**src/rtl/pb_event_if.sv**
```systemverilog
// Push-button event bundle: debounced level in, event pulses out.
// master drives the button level, slave (the classifier) drives events.
interface pb_event_if;
  logic pb_debounced;
  logic press_pulse;
  logic release_pulse;
  logic short_press;
  logic long_press;
  logic repeat_pulse;
  logic pb_held;

  modport master (
    output pb_debounced,
    input  press_pulse,
    input  release_pulse,
    input  short_press,
    input  long_press,
    input  repeat_pulse,
    input  pb_held
  );

  modport slave (
    input  pb_debounced,
    output press_pulse,
    output release_pulse,
    output short_press,
    output long_press,
    output repeat_pulse,
    output pb_held
  );
endinterface

```
**src/rtl/pb_event_fsm.sv**
```systemverilog
// Push-button event classifier: press/release/short/long/repeat pulses.
// Auto-repeat is built only when PB_AUTO_REPEAT_EN is defined.
module pb_event_fsm #(
  parameter int CNT_W        = 8,
  parameter int LONG_TICKS   = 100,
  parameter int REPEAT_TICKS = 25
) (
  input  logic       clk,
  input  logic       rst_n,
  pb_event_if.slave  bus
);

  typedef enum logic [1:0] {
    IDLE      = 2'd0,
    PRESSED   = 2'd1,
    LONG_HELD = 2'd2
  } state_e;

  localparam logic [CNT_W-1:0] LongC = CNT_W'(LONG_TICKS);

  state_e           state_q;
  logic [CNT_W-1:0] hold_q;
  logic [CNT_W-1:0] hold_d;
  logic             press_q;
  logic             rel_q;
  logic             short_q;
  logic             long_q;
  logic             rpt_q;
  logic             held_q;

  // Saturating increment keeps long/repeat from re-firing on wrap
  assign hold_d = (&hold_q) ? hold_q : hold_q + 1'b1;

`ifdef PB_AUTO_REPEAT_EN
  localparam logic [CNT_W-1:0] RptLastC = CNT_W'(REPEAT_TICKS - 1);
  logic [CNT_W-1:0] rcnt_q;
`else
  localparam int UnusedRptTicks = REPEAT_TICKS;
`endif

  always_ff @(posedge clk or negedge rst_n) begin
    if (!rst_n) begin
      state_q <= IDLE;
      hold_q  <= '0;
      press_q <= 1'b0;
      rel_q   <= 1'b0;
      short_q <= 1'b0;
      long_q  <= 1'b0;
      rpt_q   <= 1'b0;
      held_q  <= 1'b0;
`ifdef PB_AUTO_REPEAT_EN
      rcnt_q  <= '0;
`endif
    end else begin
      press_q <= 1'b0;
      rel_q   <= 1'b0;
      short_q <= 1'b0;
      long_q  <= 1'b0;
      rpt_q   <= 1'b0;
      if (!bus.pb_debounced) begin
        state_q <= IDLE;
        hold_q  <= '0;
        held_q  <= 1'b0;
        if (state_q != IDLE) begin
          rel_q   <= 1'b1;
          short_q <= (state_q == PRESSED);
        end
      end else begin
        hold_q <= hold_d;
        held_q <= 1'b1;
        unique case (state_q)
          IDLE: begin
            state_q <= PRESSED;
            press_q <= 1'b1;
          end
          PRESSED: begin
            if (hold_d == LongC) begin
              state_q <= LONG_HELD;
              long_q  <= 1'b1;
`ifdef PB_AUTO_REPEAT_EN
              rcnt_q  <= '0;
`endif
            end
          end
          LONG_HELD: begin
`ifdef PB_AUTO_REPEAT_EN
            if (rcnt_q == RptLastC) begin
              rcnt_q <= '0;
              rpt_q  <= 1'b1;
            end else begin
              rcnt_q <= rcnt_q + 1'b1;
            end
`endif
          end
          default: state_q <= IDLE;
        endcase
      end
    end
  end

  assign bus.press_pulse   = press_q;
  assign bus.release_pulse = rel_q;
  assign bus.short_press   = short_q;
  assign bus.long_press    = long_q;
  assign bus.repeat_pulse  = rpt_q;
  assign bus.pb_held       = held_q;

endmodule

```
**src/flat_wrapper.sv**
```systemverilog
// flat-port wrapper written by rule: the top's interface ports become plain ports
module pb_event_fsm_flat 
#(
  parameter int CNT_W        = 8,
  parameter int LONG_TICKS   = 100,
  parameter int REPEAT_TICKS = 25
)
  (clk, rst_n, bus_pb_debounced, bus_press_pulse, bus_release_pulse, bus_short_press, bus_long_press, bus_repeat_pulse, bus_pb_held);
  pb_event_if bus_i ();
  input  logic clk;
  input  logic rst_n;
  input wire logic [$bits(bus_i.pb_debounced)-1:0] bus_pb_debounced;
  output wire logic [$bits(bus_i.press_pulse)-1:0] bus_press_pulse;
  output wire logic [$bits(bus_i.release_pulse)-1:0] bus_release_pulse;
  output wire logic [$bits(bus_i.short_press)-1:0] bus_short_press;
  output wire logic [$bits(bus_i.long_press)-1:0] bus_long_press;
  output wire logic [$bits(bus_i.repeat_pulse)-1:0] bus_repeat_pulse;
  output wire logic [$bits(bus_i.pb_held)-1:0] bus_pb_held;
  assign bus_i.pb_debounced = bus_pb_debounced;
  assign bus_press_pulse = bus_i.press_pulse;
  assign bus_release_pulse = bus_i.release_pulse;
  assign bus_short_press = bus_i.short_press;
  assign bus_long_press = bus_i.long_press;
  assign bus_repeat_pulse = bus_i.repeat_pulse;
  assign bus_pb_held = bus_i.pb_held;
  pb_event_fsm #(.CNT_W(CNT_W), .LONG_TICKS(LONG_TICKS), .REPEAT_TICKS(REPEAT_TICKS)) u_core (.clk(clk), .rst_n(rst_n), .bus(bus_i));
endmodule
```
**config.mk**
```make
export PLATFORM = sky130hd
export DESIGN_NAME = pb_event_fsm_flat
export DESIGN_NICKNAME = d
export VERILOG_FILES = /design/src/rtl/pb_event_if.sv /design/src/rtl/pb_event_fsm.sv /design/src/flat_wrapper.sv
export SDC_FILE = /design/constraint.sdc
export NUM_CORES = 1
export LEC_CHECK = 0
export CORE_MARGIN = 2
export CORE_UTILIZATION = 55
export CTS_BUF_LIST = sky130_fd_sc_hd__clkbuf_16
export CTS_CLUSTER_SIZE = 8
export DETAILED_ROUTE_END_ITERATION = 12
export HOLD_SLACK_MARGIN = 0.02
export PLACE_DENSITY = 0.78
export SETUP_SLACK_MARGIN = 0.4
export SYNTH_ARGS = -nofsm -noshare
export SYNTH_HDL_FRONTEND = slang
export SYNTH_SLANG_ARGS = --single-unit
```
**constraint.sdc**
```tcl
create_clock -name clk -period 2.6 [get_ports clk]
set_clock_uncertainty 0.05 [all_clocks]
set_input_delay 0.52 -clock clk [delete_from_list [all_inputs] [get_ports clk]]
set_output_delay 0.52 -clock clk [all_outputs]
set_load 0.02 [all_outputs]
```
# ---- Word level (Yosys, flattened, before mapping)
# Index checks and enable logic that the tools add are counted.
dict set report op_classes {
  muxes 15
  addsub 1
  eq_ne 5
  reduce_logical 4
}
# cell count
set ops {}
lappend ops {{2-to-1 mux 8 bit} 2}
lappend ops {{2-to-1 mux 1 bit} 10}
lappend ops {{adder 8 x 1 -> 8 bit, second input constant} 1}
lappend ops {{equality test 8 x 7 -> 1 bit, second input constant} 1}
lappend ops {{AND reduction 8 bit} 1}
lappend ops {{case mux 2 bit (3 select lines)} 1}
lappend ops {{2-to-1 mux 2 bit} 2}
lappend ops {{!= test 3 bit, second input constant} 1}
lappend ops {{equality test 2 x 1 -> 1 bit, second input constant} 1}
lappend ops {{equality test 2 bit, second input constant} 1}
lappend ops {{zero test 2 bit} 1}
lappend ops {{!= test 2 bit, second input constant} 1}
lappend ops {{AND reduction 2 bit} 1}
lappend ops {{nonzero test 2 bit} 1}
dict set report totals {
  elab_cells 32
  ff_bits 15
}

# ---- Longest topological paths before layout
dict set report logic_depth {
  depth_word 6
  ltp_mapped 5
  mapped_depth_nobuf 5
}

# ---- Worst setup path before layout
# No wires, ideal clock.
dict set report synth_path {
  path_kind {reg2reg}
  from {register u_core.hold_q[0]}
  to {register u_core.state_q[0]}
  setup_slack_ns 1.097
  arrival_time_ns 1.334
  period_less_slack_ns 1.503
  setup_ns 0.119
  required_time_ns 2.431
  path_stages_with_launch 6
  cell_sequence {dfrtp_1 -> buf_6 -> and3_4 -> a2111oi_4 -> mux2i_2 -> o21ba_1}
}
dict set report synth_between {
  elab_chain_len 5
  elab_cells_between_ends 6
  classes_between {add/sub: 1; eq/ne: 2; mux: 1; reduce/logical: 2}
}
# element line_no
set synth_lines {}
lappend synth_lines {{start, declared} pb_event_fsm.sv:22} ;# logic [CNT_W-1:0] hold_q;
lappend synth_lines {{start signal, assigned} pb_event_fsm.sv:69} ;# hold_q <= hold_d;
lappend synth_lines {{adder 8 x 1 -> 8 bit / AND reduction 8 bit (equally long branches)} pb_event_fsm.sv:32} ;# assign hold_d = (&hold_q) ? hold_q : hold_q + 1'b1;
lappend synth_lines {{2-to-1 mux 8 bit (*)} pb_event_fsm.sv:32}
lappend synth_lines {{equality test 8 x 7 -> 1 bit (*)} pb_event_fsm.sv:77} ;# if (hold_d == LongC) begin
lappend synth_lines {{!= test 3 bit (no source line) (*)} -}
lappend synth_lines {{AND reduction 2 bit (no source line) (*)} -}
lappend synth_lines {{end signal, assigned} pb_event_fsm.sv:43} ;# state_q <= IDLE;
lappend synth_lines {{end signal, assigned} pb_event_fsm.sv:73} ;# state_q <= PRESSED;
lappend synth_lines {{end signal, assigned} pb_event_fsm.sv:78} ;# state_q <= LONG_HELD;
lappend synth_lines {{end, declared} pb_event_fsm.sv:21} ;# state_e state_q;
# Every way passes the cells marked *; elsewhere a longest branch is shown, timed or not.
# A chain may end at the register's enable or synchronous reset.

# ---- Worst setup path after layout
dict set report layout_path {
  from {register u_core.hold_q[1]}
  to {register u_core.state_q[0]}
}
# The elaborated chain is that of the path after synthesis.

==> metrics.md <==
| Metric | Value |
|---|---|
| Starting Density | `0.570` |
| Slew headroom | `0.556` |
| Synth Area in Compound Gates | `0.190` |
| Skew-Pair Late Insertion Delay | `0.24 ns` |
| Post-CTS Setup Bufs | `0` |
| Area of the core | `1470 µm²` |
| CP arrival | `1.98 ns` |
| Number of placed I/O pins | `9` |
| Library cells used by synthesis | `37` |
| Fmax | `540 MHz` |
| Ys flop type | `dfrtp_1` |
| Finished Core Util | `0.648` |
| Total grt overflow | `0` |
| Die H | `43.0 µm` |
| Worst slew pin tran | `0.664 ns` |
| Max-capacitance violation count | `0` |
| Port Buf Inserts | `7` |
| Clock Path Buffers | `2` |
| Layout cells sized above 1 | `0.108` |
| Yosys reg bits | `15` |
| Antenna violations before repair | `0` |
| XOR/XNOR share of the synthesized area | `0.0418` |
| All-Layer GR Usage | `0.181` |
| Main combinational cell family by area after synthesis | `simple AND/OR/NAND/NOR gates` |
| CP Class | `register to register` |
| FP Rows | `14` |
| Die W | `43.0 µm` |
| Final setup TNS | `0 ns` |
| Slew Viols, Final | `0` |
| Final worst-path cycle share | `0.713` |
| Status | `complete, no violations` |
| Critical Path Source Type | `register` |
| Post-CTS resize count | `0` |
| Drc violations | `0` |
| Top post-synthesis cells by area | `dfrtp_1, a2111oi_4, xnor2_1, and3_4, buf_4` |
| RSZ-0062 raised after global routing | `no` |
| Final setup viols | `0` |
| First-pass GRT wire length | `2400 µm` |
| CTS tree | `built` |
| Crit path max fanout | `9` |
| Wirelength per Cell | `14.4 µm` |
| Adder-cell share of the synthesized area | `0.0149` |
| Htree depth | `1` |
| Routed vias/inst | `5.97` |
| Dpl ws | `0.764 ns` |
| Min Tclk post-route | `1.85 ns` |
| Via Count | `591` |
| Clk slew on worst S/H paths | `0.05 ns` |
| Vias in the first global route | `489` |
| Clk root buf | `clkbuf_16` |
| Worst Hold Class | `register to register` |
| Layout Nets | `88` |
| Worst vdd ir | `0.000490 V` |
| Diodes inserted | `0` |
| Yosys top cell area share | `0.448` |
| TritonRoute pass-1 iters | `4` |
| Pwr per Cell Area | `612 nW/µm²` |
| CTS Hold Bufs | `0` |
| EDFF count, synth | `0` |
| Final Hold Fails | `0` |
| Pleak | `0.400 nW` |
| Die area | `1850 µm²` |
| Synthesized area | `838 µm²` |
| Asr flop ratio synth | `1.00` |
| Sink Count | `15` |
| Seq/Total Area, Yosys | `0.448` |
| Simple-gate share of the synthesized area | `0.212` |
| GP Congestion | `0.820` |
| Pin count of the biggest net entering global routing | `16` |
| Final HPWL DP | `990 µm` |
| Syn Inst Count | `79` |
| Mux cell area share after synthesis | `0.0164` |
| Initial drt markers | `30` |
| CP Capture Type | `register` |
| Syn_area_per_cell | `10.6 µm²` |
| Total CTS buffers | `3` |
| Post-DRT Antenna Nets | `0` |
| Fin worst setup slack | `0.747 ns` |
| Ys Warns | `0` |
| Syn_nets | `83` |
| Worst Path Required | `2.73 ns` |
| Area leader, netlist | `dfrtp_1` |
| Area grow syn2layout | `13.7%` |
| Routed wire length | `1430 µm` |
final timing paths:
path | startpoint | to | slack (ns) | depth (start not counted)
setup reg to reg | u_core.hold_q[1]$_DFF_PN0_ | u_core.state_q[0]$_DFFE_PN0P_ | 0.75 | 5
setup / recovery | u_core.hold_q[1]$_DFF_PN0_ | u_core.state_q[0]$_DFFE_PN0P_ | 0.75 | 5
min in group asynchronous | rst_n | u_core.hold_q[2]$_DFF_PN0_ | 0.64 | 1
max in group asynchronous | rst_n | u_core.bus.pb_held$_DFF_PN0_ | 1.44 | 1
hold / removal | u_core.state_q[1]$_DFFE_PN0P_ | u_core.bus.short_press$_DFF_PN0_ | 0.42 | 1
hold reg to reg | u_core.state_q[1]$_DFFE_PN0P_ | u_core.bus.short_press$_DFF_PN0_ | 0.42 | 1
cell type report:
type | count | area, µm²
Clock buffer | 3 | 75.1
Inverter | 2 | 7.51
Tap cell | 16 | 20.0
Multi-Input combinational cell | 55 | 402
Fill cell | 112 | 518
Timing Repair Buffer | 7 | 70.1
Sequential cell | 15 | 375
Clock inverter | 1 | 3.75
through the flow:
| stage | power, W | std cells | hold slack (ns) | area [µm²] |
|---|---|---|---|---|
| final | 0.000583 | 99 | 0.424 | 953 |
| after global routing | 0.000608 | 99 | 0.434 | 953 |
| after CTS | 0.000589 | 99 | 0.421 | 953 |
| after detailed placement | 0.000297 | 95 | 0.419 | 875 |
| after global placement | 0.000297 | 95 | 0.410 | 875 |
| after floorplan | 0.000287 | 79 | 0.174 | 838 |
sequential cells by signal, summed over array words and instances (netlist names):
register                  flops
u_core.bus.release_pulse      1
u_core.bus.long_press         1
u_core.bus.short_press        1
u_core.bus.press_pulse        1
u_core.state_q                2
u_core.bus.pb_held            1
u_core.hold_q                 8
per-layer routing:
layer | vias up | part of all wire | track usage
li1 | 294 | - | -
met1 | 270 | 0.46 | 0.251
met2 | 23 | 0.47 | 0.261
met3 | 4 | 0.059 | 0.0511
met4 | 0 | 0.016 | 0.0909
met5 | - | 0 | 0
kinds of logic (layout without fill, tap and decap cells):
kind of cell / after synthesis / count (layout)
and+or+nand+nor: 28 / 28
AOI/OAI and AO/OA: 20 / 20
DFF: 15 / 15
buffers and inverters: 9 / 13
xor gates and xnor gates: 4 / 4
adders and majority gates: 1 / 1
other: 1 / 1
muxes: 1 / 1
cell usage in the layout (no fill, tap or decap), drive strengths merged:
cell type | netlist | layout
a2111oi | 1 | 1
a21boi | 1 | 1
a21oi | 4 | 4
a31oi | 3 | 3
and2 | 2 | 2
and3 | 3 | 3
and4 | 2 | 2
clkbuf | 1 | 3
clkdlybuf4s50 | 0 | 7
conb | 1 | 1
dfrtp | 15 | 15
ha | 1 | 1
inv | 2 | 3
mux2i | 1 | 1
nand2 | 4 | 4
nand2b | 2 | 2
nand3 | 2 | 2
nand3b | 1 | 1
nand4 | 1 | 1
nand4b | 2 | 2
nor2 | 6 | 6
nor3 | 1 | 1
nor3b | 2 | 2
o211a | 1 | 1
o211ai | 1 | 1
o21a | 2 | 2
o21ai | 2 | 2
o21ba | 1 | 1
o22ai | 2 | 2
o31ai | 2 | 2
xnor2 | 3 | 3
xor2 | 1 | 1
power breakdown:
group | total [W] | internal, W | switching, W
sequential | 0.000253 | 0.000242 | 0.0000110
combinational | 0.0000415 | 0.0000178 | 0.0000237
clock | 0.000289 | 0.000203 | 0.0000861
total | 0.000583 | 0.000463 | 0.000121
critical path: stages, from the launching register on:
cell,delay (ns)
dfrtp_1,0.49
ha_1,0.30
nand4_1,0.23
nor2_4,0.25
mux2i_2,0.30
o21ba_1,0.17
synthesized netlist by cell type, drive strengths merged, types with 2 or more instances:
cell	instances
dfrtp	15
buf	6
nor2	6
a21oi	4
nand2	4
a31oi	3
and3	3
xnor2	3
and2	2
and4	2
inv	2
nand2b	2
nand3	2
nand4b	2
nor3b	2
o21a	2
o21ai	2
o22ai	2
o31ai	2
Note: power is estimated with default switching activity, not from simulation.
